## config.mk

```make
export PLATFORM = sky130hd
export DESIGN_NAME = pattern_addr_gen
export DESIGN_NICKNAME = d
export VERILOG_FILES = /design/src/rtl/patterns_pkg.sv /design/src/rtl/Binary2Gray.sv /design/src/rtl/pattern_next_calc.sv /design/src/rtl/pattern_addr_gen.sv
export SDC_FILE = /design/constraint.sdc
export NUM_CORES = 1
export LEC_CHECK = 0
export CAP_MARGIN = 5
export CORE_MARGIN = 10
export CORE_UTILIZATION = 59
export DETAILED_ROUTE_END_ITERATION = 16
export GPL_ROUTABILITY_DRIVEN = 0
export MAX_ROUTING_LAYER = met4
export PLACE_DENSITY = 0.93
export RECOVER_POWER = 25
export REMOVE_ABC_BUFFERS = 1
export SLEW_MARGIN = 5
export SYNTH_ARGS = -nofsm -noshare
export SYNTH_HDL_FRONTEND = slang
export SYNTH_HIERARCHICAL = 1
export SYNTH_SLANG_ARGS = --single-unit
```

## constraint.sdc

```tcl
create_clock -name i_clk -period 5.15 [get_ports i_clk]
set_input_delay 1.03 -clock i_clk [delete_from_list [all_inputs] [get_ports i_clk]]
set_output_delay 1.03 -clock i_clk [all_outputs]
set_load 0.01 [all_outputs]
```

## src/rtl/patterns_pkg.sv

```systemverilog
// Shared definitions for the pattern/address generator: widths, mode codes,
// direction codes and FSM state encoding.
package patterns_pkg;

  localparam int PAT_W     = 12;
  localparam int PAT_RPT_W = 8;

  // Walk order selected by the mode input
  localparam logic [1:0] MODE_UP   = 2'd0;
  localparam logic [1:0] MODE_DOWN = 2'd1;
  localparam logic [1:0] MODE_PP   = 2'd2;
  localparam logic [1:0] MODE_RSV  = 2'd3;

  // Current walking direction (only meaningful for ping-pong)
  localparam logic DIR_UP   = 1'b1;
  localparam logic DIR_DOWN = 1'b0;

  typedef enum logic [1:0] {
    ST_IDLE = 2'd0,
    ST_RUN  = 2'd1,
    ST_DONE = 2'd2
  } state_e;

endpackage

```

## src/rtl/Binary2Gray.sv

```systemverilog
// Binary to reflected-Gray converter, purely combinational.
module Binary2Gray #(
  parameter int W = 12
) (
  input  logic [W-1:0] i_bin,
  output logic [W-1:0] o_gray
);

  assign o_gray = i_bin ^ (i_bin >> 1);

endmodule

```

## src/rtl/pattern_next_calc.sv

```systemverilog
// Combinational successor of the current pattern value. All arithmetic is done
// one bit wider than the data so overflow/underflow is seen instead of wrapping.
module pattern_next_calc
  import patterns_pkg::*;
#(
  parameter int W = PAT_W
) (
  input  logic [W-1:0] i_bin,
  input  logic         i_dir,
  input  logic [1:0]   i_mode,
  input  logic [W-1:0] i_lo,
  input  logic [W-1:0] i_hi,
  input  logic [W-1:0] i_step,
  output logic [W-1:0] o_next,
  output logic         o_pass_end,
  output logic         o_dir_next
);

  logic [W:0]   w_sum;
  logic [W:0]   w_diff;
  logic [W:0]   w_lo_plus;
  logic         w_over;
  logic         w_below;
  logic [W-1:0] w_lo_plus_clamped;

  assign w_sum     = {1'b0, i_bin} + {1'b0, i_step};
  assign w_diff    = {1'b0, i_bin} - {1'b0, i_step};
  assign w_lo_plus = {1'b0, i_lo} + {1'b0, i_step};
  // Going up past hi
  assign w_over    = (w_sum > {1'b0, i_hi});
  // Going down past lo: borrow out of the wide subtract, or landing under lo
  assign w_below   = w_diff[W] || (w_diff[W-1:0] < i_lo);
  // First value of a new ping-pong pass, never beyond hi
  assign w_lo_plus_clamped = (w_lo_plus > {1'b0, i_hi}) ? i_hi : w_lo_plus[W-1:0];

  // Next value, pass-end flag and next direction per walk mode
  always_comb begin
    o_next     = i_bin;
    o_pass_end = 1'b0;
    o_dir_next = i_dir;
    case (i_mode)
      MODE_UP: begin
        o_dir_next = DIR_UP;
        if (w_over) begin
          o_next     = i_lo;
          o_pass_end = 1'b1;
        end else begin
          o_next = w_sum[W-1:0];
        end
      end
      MODE_DOWN: begin
        o_dir_next = DIR_DOWN;
        if (w_below) begin
          o_next     = i_hi;
          o_pass_end = 1'b1;
        end else begin
          o_next = w_diff[W-1:0];
        end
      end
      MODE_PP: begin
        if (i_dir == DIR_UP) begin
          if (!w_over) begin
            o_next     = w_sum[W-1:0];
            o_dir_next = DIR_UP;
          end else if (w_below) begin
            // Window too small to turn around: pass ends, restart at lo
            o_next     = i_lo;
            o_pass_end = 1'b1;
            o_dir_next = DIR_UP;
          end else begin
            o_next     = w_diff[W-1:0];
            o_dir_next = DIR_DOWN;
          end
        end else begin
          if (w_below) begin
            o_next     = w_lo_plus_clamped;
            o_pass_end = 1'b1;
            o_dir_next = DIR_UP;
          end else begin
            o_next     = w_diff[W-1:0];
            o_dir_next = DIR_DOWN;
          end
        end
      end
      default: begin
        o_next     = i_bin;
        o_pass_end = 1'b0;
        o_dir_next = i_dir;
      end
    endcase
  end

endmodule

```

## src/rtl/pattern_addr_gen.sv

```systemverilog
// Programmable window walker: emits lo..hi by step in up/down/ping-pong order
// for passes+1 passes under a valid/ready handshake, with a Gray-coded copy.
module pattern_addr_gen
  import patterns_pkg::*;
#(
  parameter int W     = PAT_W,
  parameter int RPT_W = PAT_RPT_W
) (
  input  logic             i_clk,
  input  logic             i_rst,
  input  logic             i_start,
  input  logic             i_stop,
  input  logic [1:0]       i_mode,
  input  logic [W-1:0]     i_lo,
  input  logic [W-1:0]     i_hi,
  input  logic [W-1:0]     i_step,
  input  logic [RPT_W-1:0] i_passes,
  input  logic             i_out_ready,
  output logic             o_out_valid,
  output logic [W-1:0]     o_out_bin,
  output logic [W-1:0]     o_out_gray,
  output logic             o_busy,
  output logic             o_done,
  output logic             o_err
);

  localparam logic [RPT_W-1:0] CNT_ONE = {{(RPT_W-1){1'b0}}, 1'b1};

  state_e           r_state, w_state_nxt;
  logic [1:0]       r_mode, w_mode_nxt;
  logic [W-1:0]     r_lo, w_lo_nxt;
  logic [W-1:0]     r_hi, w_hi_nxt;
  logic [W-1:0]     r_step, w_step_nxt;
  logic [RPT_W-1:0] r_cnt, w_cnt_nxt;
  logic             r_dir, w_dir_nxt;
  logic [W-1:0]     r_bin, w_bin_nxt;
  logic             r_valid, w_valid_nxt;
  logic             r_done, w_done_nxt;
  logic             r_err, w_err_nxt;

  logic [W-1:0]     w_calc_next;
  logic             w_calc_pass_end;
  logic             w_calc_dir;
  logic             w_beat;
  logic             w_cfg_legal;

  assign w_beat      = r_valid && i_out_ready;
  assign w_cfg_legal = (i_mode != MODE_RSV) && (i_lo <= i_hi) && (i_step != {W{1'b0}});

  pattern_next_calc #(.W(W)) u_next (
    .i_bin      (r_bin),
    .i_dir      (r_dir),
    .i_mode     (r_mode),
    .i_lo       (r_lo),
    .i_hi       (r_hi),
    .i_step     (r_step),
    .o_next     (w_calc_next),
    .o_pass_end (w_calc_pass_end),
    .o_dir_next (w_calc_dir)
  );

  Binary2Gray #(.W(W)) u_gray (
    .i_bin  (r_bin),
    .o_gray (o_out_gray)
  );

  // State, configuration and output registers with synchronous reset
  always_ff @(posedge i_clk) begin
    if (i_rst) begin
      r_state <= ST_IDLE;
      r_mode  <= MODE_UP;
      r_lo    <= {W{1'b0}};
      r_hi    <= {W{1'b0}};
      r_step  <= {W{1'b0}};
      r_cnt   <= {RPT_W{1'b0}};
      r_dir   <= DIR_UP;
      r_bin   <= {W{1'b0}};
      r_valid <= 1'b0;
      r_done  <= 1'b0;
      r_err   <= 1'b0;
    end else begin
      r_state <= w_state_nxt;
      r_mode  <= w_mode_nxt;
      r_lo    <= w_lo_nxt;
      r_hi    <= w_hi_nxt;
      r_step  <= w_step_nxt;
      r_cnt   <= w_cnt_nxt;
      r_dir   <= w_dir_nxt;
      r_bin   <= w_bin_nxt;
      r_valid <= w_valid_nxt;
      r_done  <= w_done_nxt;
      r_err   <= w_err_nxt;
    end
  end

  // Next-state and next-register logic for the IDLE/RUN/DONE sequencer
  always_comb begin
    w_state_nxt = r_state;
    w_mode_nxt  = r_mode;
    w_lo_nxt    = r_lo;
    w_hi_nxt    = r_hi;
    w_step_nxt  = r_step;
    w_cnt_nxt   = r_cnt;
    w_dir_nxt   = r_dir;
    w_bin_nxt   = r_bin;
    w_valid_nxt = r_valid;
    w_done_nxt  = 1'b0;
    w_err_nxt   = 1'b0;
    case (r_state)
      ST_IDLE: begin
        w_valid_nxt = 1'b0;
        if (i_start) begin
          if (w_cfg_legal) begin
            w_state_nxt = ST_RUN;
            w_mode_nxt  = i_mode;
            w_lo_nxt    = i_lo;
            w_hi_nxt    = i_hi;
            w_step_nxt  = i_step;
            w_cnt_nxt   = i_passes;
            w_valid_nxt = 1'b1;
            if (i_mode == MODE_DOWN) begin
              w_bin_nxt = i_hi;
              w_dir_nxt = DIR_DOWN;
            end else begin
              w_bin_nxt = i_lo;
              w_dir_nxt = DIR_UP;
            end
          end else begin
            w_err_nxt = 1'b1;
          end
        end else begin
          w_state_nxt = ST_IDLE;
        end
      end
      ST_RUN: begin
        if (w_beat) begin
          if (w_calc_pass_end && (r_cnt == {RPT_W{1'b0}})) begin
            w_state_nxt = ST_DONE;
            w_valid_nxt = 1'b0;
            w_done_nxt  = 1'b1;
          end else begin
            w_bin_nxt = w_calc_next;
            w_dir_nxt = w_calc_dir;
            if (w_calc_pass_end) begin
              w_cnt_nxt = r_cnt - CNT_ONE;
            end else begin
              w_cnt_nxt = r_cnt;
            end
          end
        end else begin
          w_bin_nxt = r_bin;
        end
        // Abort overrides everything, including a final-beat DONE
        if (i_stop) begin
          w_state_nxt = ST_IDLE;
          w_valid_nxt = 1'b0;
          w_done_nxt  = 1'b0;
        end else begin
          w_err_nxt = 1'b0;
        end
      end
      ST_DONE: begin
        w_state_nxt = ST_IDLE;
        w_valid_nxt = 1'b0;
      end
      default: begin
        w_state_nxt = ST_IDLE;
        w_valid_nxt = 1'b0;
      end
    endcase
  end

  assign o_out_valid = r_valid;
  assign o_out_bin   = r_bin;
  assign o_busy      = (r_state == ST_RUN);
  assign o_done      = r_done;
  assign o_err       = r_err;

endmodule

```

==> results.py <==
metrics = {
    "outcome": {
        "status": "finished clean",
    },
    "yosys": {
        "synth_most_common_cell": "a21oi_1",
        "yosys.area.top_type": "dfxtp_1",
        "synth_top_area_share_pct": 16.95,
        "yosys_warnings": 6,
        "synth-compound-area-share_pct": 30.71,
        "synth-edff-count": 0,
        "yosys.cell_types.count": 81,
        "synth_area_leaders": "dfxtp_1 17%, ha_1 14%, a21oi_1 6.6%",
        "ys_seq_area_share_pct": 16.95,
        "synth_top_family_by_area": "compound AO/OA/AOI/OAI gates",
        "synth-adder-area-share_pct": 14.69,
        "synthFlopType": "dfxtp_1",
        "synthMuxAreaShare_pct": 4.385,
        "synth_common_cells": "99 x a21oi_1, 84 x ha_1, 77 x nor2_1",
        "async_flop_share_pct": 0,
        "yosys.area_share.simple_pct": 21.18,
        "synth_xor_area_share_pct": 4.286,
        "synth_seq_cells": 64,
        "synthCells": 989,
        "netlist_area_mm2": 0.007561,
        "synth_area_per_cell_um2": 7.645,
    },
    "critical_path": {
        "end_kind": "register",
        "reg2regPathDepth": 23,
        "worstPathArrival_ns": 5.21,
        "r2r_end": "r_cnt[4]$_SDFFE_PP0P_",
        "cp_cell_sequence": "inv_1 > ha_1 > and2b_1 > o2111ai_1 > a31oi_2 > o2111ai_1 > nor3b_4 > inv_1 > ha_1 > o21ai_0 > a21oi_2 > o31a_1 > a311oi_4 > or2_1 > a21oi_1 > o32ai_1 > buf_4 > nand2_1 > o21bai_1 > o21ai_0 > nand2_1 > a21oi_1 > o32ai_2",
        "timing.rr.start": "r_step[2]$_SDFFE_PP0P_",
        "cp-start-kind": "register",
        "required_ns": 5.34,
        "path_max_fanout": 8,
        "crit_type": "register to register",
        "cpPeakStageDelay_ns": 0.44,
        "r2r_slack_ns": 0.13,
        "slowest_stage": "dfxtp_1",
    },
    "hold_path": {
        "hp-start": "r_hi[6]$_SDFFE_PP0P_",
        "min_to": "r_hi[6]$_SDFFE_PP0P_",
        "holdPathStages": 2,
        "min_path_type": "register to register",
    },
    "floorplanning": {
        "rows": 41,
        "coreArea_mm2": 0.01257,
        "die_w_um": 133.2,
        "die_area_mm2": 0.01774,
        "die_h_um": 133.2,
        "io_pins": 79,
        "start_util_pct": 60.16,
    },
    "pwr": {
        "p_leak_uw": 0.003733,
        "powerDensity_mw_per_mm2": 365.5,
        "max-vdd-ir-drop_mv": 0.2847,
    },
    "timing": {
        "setup_viol": 0,
        "layout_setup_ws_ns": 0.1283,
        "period_share_pct": 97.51,
        "hold_viol": 0,
        "rsz0062_at_grt": "true",
        "finalClockSkew_ns": 0.007799,
        "tightestPinTransition_ns": 1.017,
        "fin_crit_ns": 5.022,
        "max_clock_freq_mhz": 199.1,
        "setup-tns-final_ns": 0,
        "slew_viol_final": 0,
        "slew_headroom_pct": 32.17,
        "hold_ws_ns": 0.4874,
    },
    "routing": {
        "drtAntennaViolNets": 0,
        "vias": 8539,
        "wl_per_cell_um": 20.95,
        "routed_wl_um": 25600,
        "drc": 0,
        "via_per_inst": 6.988,
        "drt_iter0_drc": 1331,
        "dr.pass1.iters": 7,
    },
    "cts": {
        "h-tree-depth": 3,
        "clock-sinks": 64,
        "cts_made_buffers": 9,
        "cts_hold_buf": 0,
        "cts_tree": "built",
        "clock-root-buffer": "clkbuf_16",
        "clk_path_buf_depth": 2,
        "clkTransAtPathRegs_ns": 0.06,
        "insertion_delay_ns": 0.34,
    },
    "place": {
        "io_buffers": 78,
        "placedCellCount": 1204,
        "post-place-ws_ns": -0.01533,
        "dp.final_hpwl_um": 18800,
    },
    "global_route": {
        "grt_pass1_vias": 8005,
        "gr-total-overflow": 0,
        "grt_usage_pct": 27.90,
        "grt_first_pass_wirelength_um": 40570,
        "antenna_found_initial": 0,
        "grt_max_degree": 49,
    },
    "final_layout": {
        "final_cell_count_no_fill": 1222,
        "post_route_cells_drive_above_1_share_pct": 9.905,
        "area_growth_pct": 17.64,
        "fin_nets": 1183,
        "diodes": 0,
    },
    "run": {
        "cap_violations": 0,
    },
}
[cells by family (layout without fill, tap and decap cells)]
| kind of cell | count (synthesis) | in the layout |
|---|---|---|
| AND/OR/NAND/NOR | 298 | 298 |
| XOR/XNOR | 37 | 37 |
| adder cells (fa/ha/maj) | 87 | 87 |
| multiplexers | 32 | 32 |
| AO/OA/AOI/OAI | 332 | 332 |
| buffers and inverters | 139 | 200 |
| flip-flops | 64 | 64 |
[metal layers]
| metal | part of all wire (%) | track usage [%] | vias up |
|---|---|---|---|
| met3 | 12 | 5.977 | 166 |
| met4 | 5.2 | 11.12 | 0 |
| met1 | 38 | 33.80 | 3903 |
| li1 | - | - | 3811 |
| met5 | 0 | - | - |
| met2 | 45 | 44.38 | 659 |
[cell type report]
| class | instances | area (um^2) |
|---|---|---|
| clock inverter | 5 | 55.05 |
| inverter | 71 | 266.5 |
| timing repair buffer | 113 | 1051 |
| fill | 939 | 3674 |
| sequential | 64 | 1284 |
| clock buffer | 11 | 252.7 |
| multi-input combinational | 786 | 5771 |
| tap | 172 | 215.2 |
[cells in the final DEF (no fill, tap or decap), drive strengths merged, types with 7 or more instances in the layout]
cell and n:
and3 7, a31oi 13, nand2 50, dfxtp 64, nand3 18, xor2 19
a21oi 102, o21ai 46, dlygate4sd3 20, nor2b 10, nor3 22, clkbuf 11
buf 36, o32ai 8, a211oi 14, nand2b 25, o21a 12, nand4 48
xnor2 18, a211o 20, o211ai 17, nor2 80, or3 8, o2111ai 7
nor4 9, mux2i 26, ha 84, clkdlybuf4s50 57, a21o 8, inv 71
o31ai 41
[critical path: cells and delay by family, from the launching register on]
kind            cells  cell delay, ns
compound gates     13            2.52
buf+inv             3            0.35
flops               1            0.44
simple gates        5            0.87
fa+ha+maj           2            0.70
[where the power goes]
part / switching (uW) / internal, uW / leakage, uW / total [uW]
Sequential: 52.6 / 532 / 0.000523 / 584
Combinational: 1220 / 814 / 0.00306 / 2030
Clock: 237 / 399 / 0.000148 / 636
Total: 1510 / 1740 / 0.00373 / 3250
[timing repair]
item                       CTS  global route
gates resized for setup      2            16
setup endpoints to repair    4            25
buffers inserted             0             2
hold endpoints to repair     0             0
pin swaps                    0             3
[worst max path at each step]
stage                     depth (start not counted)                      start                        end  slack (ns)
final                                            23     r_step[2]$_SDFFE_PP0P_      r_cnt[4]$_SDFFE_PP0P_        0.13
after global routing                             23     r_step[2]$_SDFFE_PP0P_      r_cnt[4]$_SDFFE_PP0P_       -0.14
after CTS                                        24     r_step[3]$_SDFFE_PP0P_      r_cnt[4]$_SDFFE_PP0P_        0.06
after detailed placement                         20     r_step[3]$_SDFFE_PP0P_  o_out_bin[9]$_SDFFE_PP0P_       -0.02
after global placement                           21     r_step[3]$_SDFFE_PP0P_  o_out_bin[9]$_SDFFE_PP0P_        0.12
after floorplan                                  20  o_out_bin[0]$_SDFFE_PP0P_  o_out_bin[0]$_SDFFE_PP0P_       -0.15
[flip-flops by register name (all words and copies together) (netlist names)]
signal       cells
o_out_bin       12
r_dir            1
r_mode           2
r_step          12
r_lo            12
r_hi            12
o_err            1
o_out_valid      1
o_done           1
r_state          2
r_cnt            8
[per-stage QoR]
stage	util (%)	total power (uW)	area (um^2)
floorplan	-	1828	7238
detailed placement	67.60	2423	8496
finish	70.77	3251	8895
CTS	70.13	3078	8815
global route	70.77	3396	8895
global placement	67.60	2378	8496
Power figures use the tool's default switching activity.
